<file path="src/rtl/mmu_arb_pkg.sv">
// Shared definitions for the PTW round-robin scheduler.
//  - FSM state encoding
//  - clog2 helper used for the port-index width
//  - default watchdog limit and counter-width helper
package mmu_arb_pkg;

  typedef enum logic [1:0] {
    S_IDLE  = 2'd0,
    S_ISSUE = 2'd1,
    S_WAIT  = 2'd2,
    S_RESP  = 2'd3
  } state_e;

  localparam int DEF_TIMEOUT = 255;

  // Index width, never narrower than one bit.
  function automatic int clog2(input int n);
    return (n <= 1) ? 1 : $clog2(n);
  endfunction

  // Watchdog counter width: at least 8 bits, wide enough for TIMEOUT.
  function automatic int tmo_w(input int t);
    return ($clog2(t + 1) > 8) ? $clog2(t + 1) : 8;
  endfunction

endpackage

</file>
<file path="src/rtl/mmu_rr_pick.sv">
// Combinational round-robin picker.
//  i_req   : request vector
//  i_last  : index of the most recently served port
//  o_grant : one-hot grant, first set bit above i_last with wrap-around
//  o_idx   : binary index of o_grant (0 when no request)
// The request vector is rotated so that port (last+1) lands on bit 0, the
// lowest set bit is isolated with x & (~x + 1), and the result is rotated back.
module mmu_rr_pick #(
  parameter int N   = 7,
  parameter int IDW = 3
) (
  input  logic [N-1:0]   i_req,
  input  logic [IDW-1:0] i_last,
  output logic [N-1:0]   o_grant,
  output logic [IDW-1:0] o_idx
);

  logic [IDW:0]   w_sh;
  logic [2*N-1:0] w_rot_full;
  logic [2*N-1:0] w_un;
  logic [N-1:0]   w_rot;
  logic [N-1:0]   w_iso;

  // last+1 may equal N; shifting the doubled vector by N is the identity rotation.
  assign w_sh       = {1'b0, i_last} + (IDW+1)'(1);
  assign w_rot_full = {i_req, i_req} >> w_sh;
  assign w_rot      = w_rot_full[N-1:0];
  assign w_iso      = w_rot & (~w_rot + N'(1));
  assign w_un       = {w_iso, w_iso} << w_sh;
  assign o_grant    = w_un[2*N-1:N];

  always_comb begin
    o_idx = '0;
    for (int i = 0; i < N; i++)
      if (o_grant[i]) o_idx = IDW'(i);
  end

endmodule

</file>
<file path="src/rtl/mmu_ptw_rr_sched.sv">
// Round-robin scheduler sharing one page-table walker among NUM_PORTS requesters.
// One request is accepted in IDLE, issued to the walker, the walker is held
// until its response returns, and the response is steered back to the owner.
//  clk, rstn (async, active-low)
//  i_req_valid/i_req_data/o_req_ready      : per-port request handshake
//  o_walk_valid/o_walk_data/o_walk_port    : request to the walker, i_walk_ready accepts
//  i_walk_resp_vld/_data/_err              : walker response pulse
//  o_resp_valid/o_resp_data/o_resp_err     : one-hot response, i_resp_ready per port
//  o_busy                                  : FSM not idle
// Optional build macro MMU_PTW_TIMEOUT_EN: watchdog that answers with an error
// response after TIMEOUT cycles in ISSUE/WAIT and drops any later walker reply.
module mmu_ptw_rr_sched
  import mmu_arb_pkg::*;
#(
  parameter  int NUM_PORTS  = 7,
  parameter  int REQ_WIDTH  = 88,
  parameter  int RESP_WIDTH = 64,
  parameter  int TIMEOUT    = DEF_TIMEOUT,
  localparam int IDW        = clog2(NUM_PORTS)
) (
  input  logic                           clk,
  input  logic                           rstn,
  input  logic [NUM_PORTS-1:0]           i_req_valid,
  input  logic [NUM_PORTS*REQ_WIDTH-1:0] i_req_data,
  output logic [NUM_PORTS-1:0]           o_req_ready,
  output logic                           o_walk_valid,
  output logic [REQ_WIDTH-1:0]           o_walk_data,
  output logic [IDW-1:0]                 o_walk_port,
  input  logic                           i_walk_ready,
  input  logic                           i_walk_resp_vld,
  input  logic [RESP_WIDTH-1:0]          i_walk_resp_data,
  input  logic                           i_walk_resp_err,
  output logic [NUM_PORTS-1:0]           o_resp_valid,
  output logic [RESP_WIDTH-1:0]          o_resp_data,
  output logic                           o_resp_err,
  input  logic [NUM_PORTS-1:0]           i_resp_ready,
  output logic                           o_busy
);

  state_e                               r_state;
  logic [IDW-1:0]                       r_last;
  logic [IDW-1:0]                       r_port;
  logic [REQ_WIDTH-1:0]                 r_walk_data;
  logic                                 r_walk_valid;
  logic [NUM_PORTS-1:0]                 r_resp_valid;
  logic [RESP_WIDTH-1:0]                r_resp_data;
  logic                                 r_resp_err;

  logic [NUM_PORTS-1:0][REQ_WIDTH-1:0]  w_req_arr;
  logic [NUM_PORTS-1:0]                 w_grant;
  logic [IDW-1:0]                       w_idx;
  logic [NUM_PORTS-1:0]                 w_port_oh;

  assign w_req_arr = i_req_data;
  assign w_port_oh = NUM_PORTS'(1) << r_port;

  mmu_rr_pick #(.N(NUM_PORTS), .IDW(IDW)) u_pick (
    .i_req   (i_req_valid),
    .i_last  (r_last),
    .o_grant (w_grant),
    .o_idx   (w_idx)
  );

`ifdef MMU_PTW_TIMEOUT_EN
  localparam int TW = tmo_w(TIMEOUT);
  logic [TW-1:0] r_tmo_cnt;
  logic          w_tmo;
  // Fires on the TIMEOUT-th cycle spent in ISSUE/WAIT.
  assign w_tmo = (r_tmo_cnt == TW'(TIMEOUT - 1));
`endif

  always_ff @(posedge clk or negedge rstn) begin
    if (!rstn) begin
      r_state      <= S_IDLE;
      r_last       <= IDW'(NUM_PORTS - 1);
      r_port       <= '0;
      r_walk_data  <= '0;
      r_walk_valid <= 1'b0;
      r_resp_valid <= '0;
      r_resp_data  <= '0;
      r_resp_err   <= 1'b0;
`ifdef MMU_PTW_TIMEOUT_EN
      r_tmo_cnt    <= '0;
`endif
    end else begin
      case (r_state)
        S_IDLE: if (|w_grant) begin
          r_walk_data  <= w_req_arr[w_idx];
          r_port       <= w_idx;
          r_walk_valid <= 1'b1;
          r_state      <= S_ISSUE;
`ifdef MMU_PTW_TIMEOUT_EN
          r_tmo_cnt    <= '0;
`endif
        end
        S_ISSUE: begin
          if (i_walk_ready) begin
            r_walk_valid <= 1'b0;
            r_state      <= S_WAIT;
          end
`ifdef MMU_PTW_TIMEOUT_EN
          else if (w_tmo) begin
            r_walk_valid <= 1'b0;
            r_resp_valid <= w_port_oh;
            r_resp_data  <= '0;
            r_resp_err   <= 1'b1;
            r_state      <= S_RESP;
          end
          r_tmo_cnt <= r_tmo_cnt + TW'(1);
`endif
        end
        S_WAIT: begin
          if (i_walk_resp_vld) begin
            r_resp_valid <= w_port_oh;
            r_resp_data  <= i_walk_resp_data;
            r_resp_err   <= i_walk_resp_err;
            r_state      <= S_RESP;
          end
`ifdef MMU_PTW_TIMEOUT_EN
          else if (w_tmo) begin
            r_resp_valid <= w_port_oh;
            r_resp_data  <= '0;
            r_resp_err   <= 1'b1;
            r_state      <= S_RESP;
          end
          r_tmo_cnt <= r_tmo_cnt + TW'(1);
`endif
        end
        // Only the owning port's ready completes the response.
        S_RESP: if (i_resp_ready[r_port]) begin
          r_resp_valid <= '0;
          r_last       <= r_port;
          r_state      <= S_IDLE;
        end
        default: r_state <= S_IDLE;
      endcase
    end
  end

  // Grant is offered combinationally in IDLE only; forced low while in reset.
  assign o_req_ready  = (rstn && (r_state == S_IDLE)) ? w_grant : '0;
  assign o_walk_valid = r_walk_valid;
  assign o_walk_data  = r_walk_data;
  assign o_walk_port  = r_port;
  assign o_resp_valid = r_resp_valid;
  assign o_resp_data  = r_resp_data;
  assign o_resp_err   = r_resp_err;
  assign o_busy       = (r_state != S_IDLE);

endmodule

</file>
<file path="config.mk">
export PLATFORM = sky130hd
export DESIGN_NAME = mmu_ptw_rr_sched
export DESIGN_NICKNAME = d
export VERILOG_FILES = /design/src/rtl/mmu_arb_pkg.sv /design/src/rtl/mmu_rr_pick.sv /design/src/rtl/mmu_ptw_rr_sched.sv
export SDC_FILE = /design/constraint.sdc
export NUM_CORES = 1
export LEC_CHECK = 0
export BUFFER_PORTS_ARGS = -buffer_cell sky130_fd_sc_hd__buf_4
export CAP_MARGIN = 20
export CELL_PAD_IN_SITES_DETAIL_PLACEMENT = 1
export CELL_PAD_IN_SITES_GLOBAL_PLACEMENT = 2
export CORE_AREA = 3 3 342 344
export CTS_CLUSTER_SIZE = 25
export DETAILED_ROUTE_END_ITERATION = 8
export DIE_AREA = 0 0 345 347
export MAX_ROUTING_LAYER = met4
export PLACE_DENSITY_LB_ADDON = 0.1
export RECOVER_POWER = 50
export SYNTH_ARGS = -nofsm -noshare
export SYNTH_HDL_FRONTEND = slang
export SYNTH_SLANG_ARGS = --single-unit
</file>
<file path="constraint.sdc">
create_clock -name clk -period 7.31 [get_ports clk]
set_input_delay 0.731 -clock clk [delete_from_list [all_inputs] [get_ports clk]]
set_output_delay 0.731 -clock clk [all_outputs]
set_load 0.05 [all_outputs]
</file>
Word level (Yosys, flattened, before mapping)

Cells that the tools add are included.

Add/sub/neg operators: 2
Magnitude comparators: 2
Equality and inequality tests: 7
Shifts and indexed selects: 3
Muxes and demuxes: 22
Bitwise gates (word level): 2
Reductions and logical operators: 12

Operators by type and width:

| cell                                                | number |
|---|---|
| binary-select mux 88 bit (select 3 bit)             | 1 |
| two-way mux 88 bit                                  | 1 |
| two-way mux 7 bit                                   | 3 |
| case mux 7 bit (2 select lines)                     | 1 |
| left shift 14 x 4 -> 14 bit                         | 1 |
| right shift 14 x 4 -> 7 bit                         | 1 |
| two-way mux 2 bit                                   | 6 |
| two-way mux 3 bit                                   | 3 |
| < comparator 3 x 4 -> 1 bit (second input constant) | 2 |
| != test 2 bit (second input constant)               | 4 |
| case mux 2 bit (4 select lines)                     | 1 |
| adder 7 x 1 -> 7 bit (second input constant)        | 1 |
| AND 7 bit                                           | 1 |
| inverter 7 bit                                      | 1 |
| OR reduction 7 bit                                  | 1 |
| left shift 1 x 3 -> 7 bit (first input constant)    | 1 |
| AND reduction 2 bit                                 | 3 |
| AND reduction 3 bit                                 | 2 |
| nonzero test 2 bit                                  | 3 |
| adder 3 x 1 -> 4 bit (second input constant)        | 1 |
| equality test 2 bit (second input constant)         | 2 |
| two-way mux 1 bit                                   | 4 |
| AND reduction 4 bit                                 | 1 |
| binary-select mux 1 bit (select 3 bit)              | 1 |
| other kinds (4)                                     | 4 |

Bits in registers: 169
Output and inout port bits: 172
Word-level logic and storage cells: 58

Depth between registers and ports, before layout

Word-level depth: 14
Depth in mapped cells: 16
Mapped depth without buffers: 11

Modules after synthesis

From an unflattened synthesis, not the netlist that was laid out.

Cell total of the unflattened synthesis: 1148
Area total of the unflattened synthesis: 12080.3 um^2

By module, submodules not included:

| module           | times used | cells an instance | area an instance (um^2) |
|---|---|---|---|
| mmu_ptw_rr_sched | 1          | 1010              | 11001.8 |
| mmu_rr_pick      | 1          | 138               | 1078.5 |

Least setup slack after synthesis

Ideal clock, no wire load.

Kind: in2out
From: in i_req_valid[1]
To: out o_req_ready[1]
Arrival time: 3.084 ns
Required time: 6.579 ns
Path slack: 3.495 ns
Stages: 8
Buffers on the path: 1
Cells stage by stage: clkbuf_1 > nor2b_1 > mux2i_1 > mux4_2 > nor4_1 > a211oi_1 > a31oi_1 > nor2b_1

Longest elaborated chain between the ends: 6

Ends and longest elaborated chain:

| item                            | RTL line                | text |
|---|---|---|
| start, declared                 | mmu_ptw_rr_sched.sv:23  | `input logic [NUM_PORTS-1:0] i_req_valid,` |
| right shift 14 x 4 -> 7 bit (*) | mmu_rr_pick.sv:26       | `assign w_rot_full = {i_req, i_req} >> w_sh;` |
| inverter 7 bit                  | mmu_rr_pick.sv:28       | `assign w_iso = w_rot & (~w_rot + N'(1));` |
| adder 7 x 1 -> 7 bit            | mmu_rr_pick.sv:28       |  |
| AND 7 bit (*)                   | mmu_rr_pick.sv:28       |  |
| left shift 14 x 4 -> 14 bit (*) | mmu_rr_pick.sv:29       | `assign w_un = {w_iso, w_iso} << w_sh;` |
| two-way mux 7 bit (*)           | mmu_ptw_rr_sched.sv:141 | `assign o_req_ready = (rstn && (r_state == S_IDLE)) ? w_grant : '0;` |
| end, declared                   | mmu_ptw_rr_sched.sv:25  | `output logic [NUM_PORTS-1:0] o_req_ready,` |

Mark *: on every way between the ends. The rest lies on a longest branch, timed or not.

Worst setup path in the final report

From: reg r_last[0]
To: reg r_walk_data[53], in the netlist o_walk_data[53]

Longest elaborated chain between the ends: 14
Elaborated cells on any way between the ends: 16
Classes of those cells: 2 x add/sub; 2 x shift; 8 x mux; 2 x bitwise; 2 x reduce/logical

Ends and longest elaborated chain:

| item                                     | RTL line                | text |
|---|---|---|
| start, declared                          | mmu_ptw_rr_sched.sv:41  | `logic [IDW-1:0] r_last;` |
| start signal, assigned                   | mmu_ptw_rr_sched.sv:75  | `r_last <= IDW'(NUM_PORTS - 1);` |
| start signal, assigned                   | mmu_ptw_rr_sched.sv:132 | `r_last <= r_port;` |
| adder 3 x 1 -> 4 bit (*)                 | mmu_rr_pick.sv:25       | `assign w_sh = {1'b0, i_last} + (IDW+1)'(1);` |
| right shift 14 x 4 -> 7 bit              | mmu_rr_pick.sv:26       |  |
| inverter 7 bit                           | mmu_rr_pick.sv:28       |  |
| adder 7 x 1 -> 7 bit                     | mmu_rr_pick.sv:28       |  |
| AND 7 bit                                | mmu_rr_pick.sv:28       |  |
| left shift 14 x 4 -> 14 bit (*)          | mmu_rr_pick.sv:29       |  |
| two-way mux 1 bit                        | mmu_rr_pick.sv:35       | `if (o_grant[i]) o_idx = IDW'(i);` |
| two-way mux 2 bit (2 in series)          | mmu_rr_pick.sv:35       |  |
| two-way mux 3 bit (3 in series)          | mmu_rr_pick.sv:35       |  |
| binary-select mux 88 bit (select 3 bit)  | mmu_ptw_rr_sched.sv:88  | `r_walk_data <= w_req_arr[w_idx];` |
| two-way mux 88 bit (implied by the code) | mmu_ptw_rr_sched.sv:88  |  |
| end signal, assigned                     | mmu_ptw_rr_sched.sv:88  |  |
| end, declared                            | mmu_ptw_rr_sched.sv:43  | `logic [REQ_WIDTH-1:0] r_walk_data;` |

Mark *: on every way between the ends. The rest lies on a longest branch, timed or not. The select of a mux whose other input is x is not followed.
A chain may end at the register's enable or synchronous reset.

==> metrics.log <==
[metrics] number of design rule violations left after detail routing: 0
[metrics] capture point of the worst reg-to-reg path: o_walk_data[53]
[metrics] arrival time of the worst setup path: 5910 ps
[metrics] Netlist cell types: 72
[metrics] leakage power: 8.775 nW
[metrics] utilization of the core after routing: 0.1835
[metrics] count of flip-flops with a built-in enable after synthesis: 0
[metrics] TritonCTS buffer count: 17
[metrics] share of Yosys cell area claimed by the top area cell type: 0.3367
[metrics] GR Overflow Total: 0
[metrics] WL/cell: 27.43 microns
[metrics] cell count of the worst hold path: 2
[metrics] clock-pin slew of the registers on the worst-case setup and hold paths: 90 ps
[metrics] Crit path max-delay family: compound AO/OA/AOI/OAI gates
[metrics] Tmin final: 5506 ps
[metrics] Worst-Margin Slew: 3521 ps
[metrics] maximum vdd drop: 0.0004853 V
[metrics] syn nets: 1,914
[metrics] GRT Total Usage: 0.1606
[metrics] Register-to-Register Path Depth: 11
[metrics] total standard cell area after synthesis: 12,410 sq um
[metrics] horizontal die dimension: 345 microns
[metrics] total of cells resized after clock tree synthesis: 0
[metrics] number of buffer and inverter stages on the critical path: 1
[metrics] hold violation total from the final report: 0
[metrics] weighted congestion reported at the end of routability-driven placement: 0.8331
[metrics] most frequent CP cell: sky130_fd_sc_hd__o211ai_1
[metrics] slack of the worst reg-to-reg path: 1800 ps
[metrics] hold buffer count at cts: 0
[metrics] full die area: 119,700 sq um
[metrics] CTS Root Buffer Type: sky130_fd_sc_hd__clkbuf_16
[metrics] slowest cell on the critical path: sky130_fd_sc_hd__dfrtp_1
[metrics] # port buffers: 870
[metrics] via count: 14.09k
[metrics] antenna violations before repair: 13
[metrics] Gate Count Post-Synth: 1,209
[metrics] number of optimization iterations in the first detailed-route pass: 4
[metrics] run status: finished with violations
[metrics] area growth from synthesis to final layout: 68.83%
[metrics] share of the clock period used by the worst path after layout: 0.7532
[metrics] final-layout fill cell count: 13.36k
[metrics] setup skew after layout: 24.42 ps
[metrics] cell-by-cell trace of the critical path: nand2b_1 > a21boi_0 > a2bb2oi_1 > nor4_1 > a311oi_1 > o211ai_1 > a211oi_4 > o211a_4 > buf_12 > a22oi_1 > o211ai_1
[metrics] setup repair after global routing missed its margin: false
[metrics] cell types with the highest counts after synthesis: sky130_fd_sc_hd__mux2_2 (248), sky130_fd_sc_hd__a22oi_1 (176), sky130_fd_sc_hd__dfrtp_1 (167)
[metrics] Die Span Y: 347 microns
[metrics] DRC violation total after the first TritonRoute iteration: 675
[metrics] vias in the first global route: 15.73k
[metrics] minimum setup slack after placement: 1773 ps
[metrics] Synth Area per Inst: 10.27 sq um
[metrics] proportion of synthesized flip-flops having asynchronous set or reset: 1.000
[metrics] final net count: 2,710
[metrics] total design power: 14.40 mW
[metrics] clock tree from TritonCTS: yes
[metrics] largest net degree at the start of global routing: 72
[metrics] maximum buffer depth of the clock tree: 2
[metrics] type of the worst min-delay path: in2reg
[metrics] number of pins exceeding their max-slew limit in the final report: 177
[metrics] total negative slack for setup checks: 0 ps
[metrics] Ports: 871
[metrics] leading cell types by total area after synthesis: sky130_fd_sc_hd__dfrtp_1 (34%), sky130_fd_sc_hd__mux2_2 (23%), sky130_fd_sc_hd__a22oi_1 (11%), sky130_fd_sc_hd__a22o_1 (6.3%), sky130_fd_sc_hd__o211ai_1 (4.9%)
[metrics] yosys synthesis warning count: 0
[metrics] count of H-tree levels built during CTS: 4
[metrics] post-CTS setup repair buffer count: 0
[metrics] startpoint of the most critical register-to-register path: r_last[0]
[metrics] ratio of total power to cell area: 687.5 nW/um^2
[metrics] starting utilization of the core area: 0.1087
[metrics] Setup WS post-layout: 1804 ps
[metrics] kind of capture point of the worst setup path: register
[metrics] max-cap violation count: 4
[metrics] crit start category: register
[metrics] area of the placeable core: 114,200 sq um
[metrics] most used flip-flop cell after synthesis: sky130_fd_sc_hd__dfrtp_1
[metrics] Crit Path Max Fanout: 57
[metrics] wirelength, routed: 97.25 mm
[metrics] Worst Min Path Start: i_walk_resp_data[59]
[metrics] number of flip-flops and latches in the synthesized netlist: 169
[metrics] hold endpoint: o_resp_data[59]
[metrics] sequential element share of the synthesized area: 0.3410
[metrics] final number of setup-violating endpoints: 0
[metrics] DPL Wire Length: 78.05 mm
[metrics] count of nets left with antenna violations after detail routing: 0
[metrics] CTS sink count: 169
[metrics] slowest stage delay, CP: 940 ps
[metrics] cell taking the most area after synthesis: sky130_fd_sc_hd__dfrtp_1
[metrics] most frequently used cell type in the post-synthesis netlist: sky130_fd_sc_hd__mux2_2
[metrics] relative max-transition margin: -1.347
[metrics] violated checks: capacitance limit, slew limit
[metrics] Via-to-Cell Ratio: 3.975
[metrics] Max Fclk: 181.6 MHz
[metrics] clock network latency to the later pin of the worst-skew pair: 520 ps
[metrics] wire length of the first global-routing pass: 131.6 mm
[metrics] fraction of final layout cells with drive strength greater than 1: 0.5545
[metrics] crit path kind: reg2reg
[metrics] Std-Cell Rows: 124
[metrics] CP required: 7710 ps
-- kinds of logic after synthesis --
logic type      synth area share
fa+ha+maj               0.006049
xor+xnor                0.001412
mux                       0.2469
buf+inv                  0.04617
flops                     0.3410
compound gates            0.3151
simple gates             0.04345
-- layout by cell type (no fill, tap or decap), drive strengths merged, types with 11 or more instances in the layout --
master and instances:
mux2i 11, nor2 22, mux2 252, o22ai 11
a21oi 94, diode 15, a22oi 176, buf 805
nand2 29, o21ai 18, dfrtp 167, nand2b 11
clkbuf 108, inv 22, a22o 89, o211ai 90
-- power breakdown --
group | switching, mW | internal (mW)
sequential | 0.429 | 1.48
combinational | 7.32 | 4.12
clock | 0.551 | 0.500
total | 8.30 | 6.10
-- worst register-to-register path: stages, from the launching register on --
cell	delay [ps]
sky130_fd_sc_hd__dfrtp_1	940
sky130_fd_sc_hd__nand2b_1	290
sky130_fd_sc_hd__a21boi_0	250
sky130_fd_sc_hd__a2bb2oi_1	880
sky130_fd_sc_hd__nor4_1	160
sky130_fd_sc_hd__a311oi_1	340
sky130_fd_sc_hd__o211ai_1	240
sky130_fd_sc_hd__a211oi_4	760
sky130_fd_sc_hd__o211a_4	700
sky130_fd_sc_hd__buf_12	410
sky130_fd_sc_hd__a22oi_1	300
sky130_fd_sc_hd__o211ai_1	140
-- state kept, by name (all words and copies together) (netlist names) --
| register | count |
|---|---|
| o_resp_valid | 7 |
| o_resp_err | 1 |
| o_resp_data | 64 |
| o_walk_data | 88 |
| o_walk_valid | 1 |
| r_last | 3 |
| o_walk_port | 3 |
| r_state | 2 |
-- layer usage --
layer  wire (microns)  GRT usage
met2            53680     0.3000
met3             5783    0.04246
met5                0          -
met1            36920     0.1718
met4              859    0.02507
-- final cells by class --
type / instances / area [sq um] / area share
antenna: 15 / 37.54 / 0.001791
clock buffer: 18 / 429.2 / 0.02048
clock inverter: 14 / 198.9 / 0.009495
inverter: 16 / 62.56 / 0.002986
multi-input combinational: 906 / 7657 / 0.3655
sequential: 169 / 4232 / 0.2020
tap: 1512 / 1892 / 0.09029
timing repair buffer: 895 / 6444 / 0.3075
-- metrics by stage --
stage	hold WS, ps	instance area [sq um]	cells
2_1_floorplan	435.4	12410	1209
3_3_place_gp	474.2	20630	3498
3_5_place_dp	476.4	20630	3498
4_1_cts	81.21	21260	3530
5_1_grt	390.4	20950	3542
6_report	447.4	20950	3545
-- worst max path at each step --
stage	cells past startpoint	to	slack, ps	startpoint
2_1_floorplan	8	o_req_ready[1]	3500	i_req_valid[1]
3_3_place_gp	11	o_walk_data[46]	1740	r_last[0]
3_5_place_dp	11	o_walk_data[46]	1770	r_last[0]
4_1_cts	11	o_walk_data[46]	1760	r_last[0]
5_1_grt	2	o_walk_data[56]	1290	rstn
6_report	11	o_walk_data[53]	1800	r_last[0]
Power figures use the tool's default switching activity.
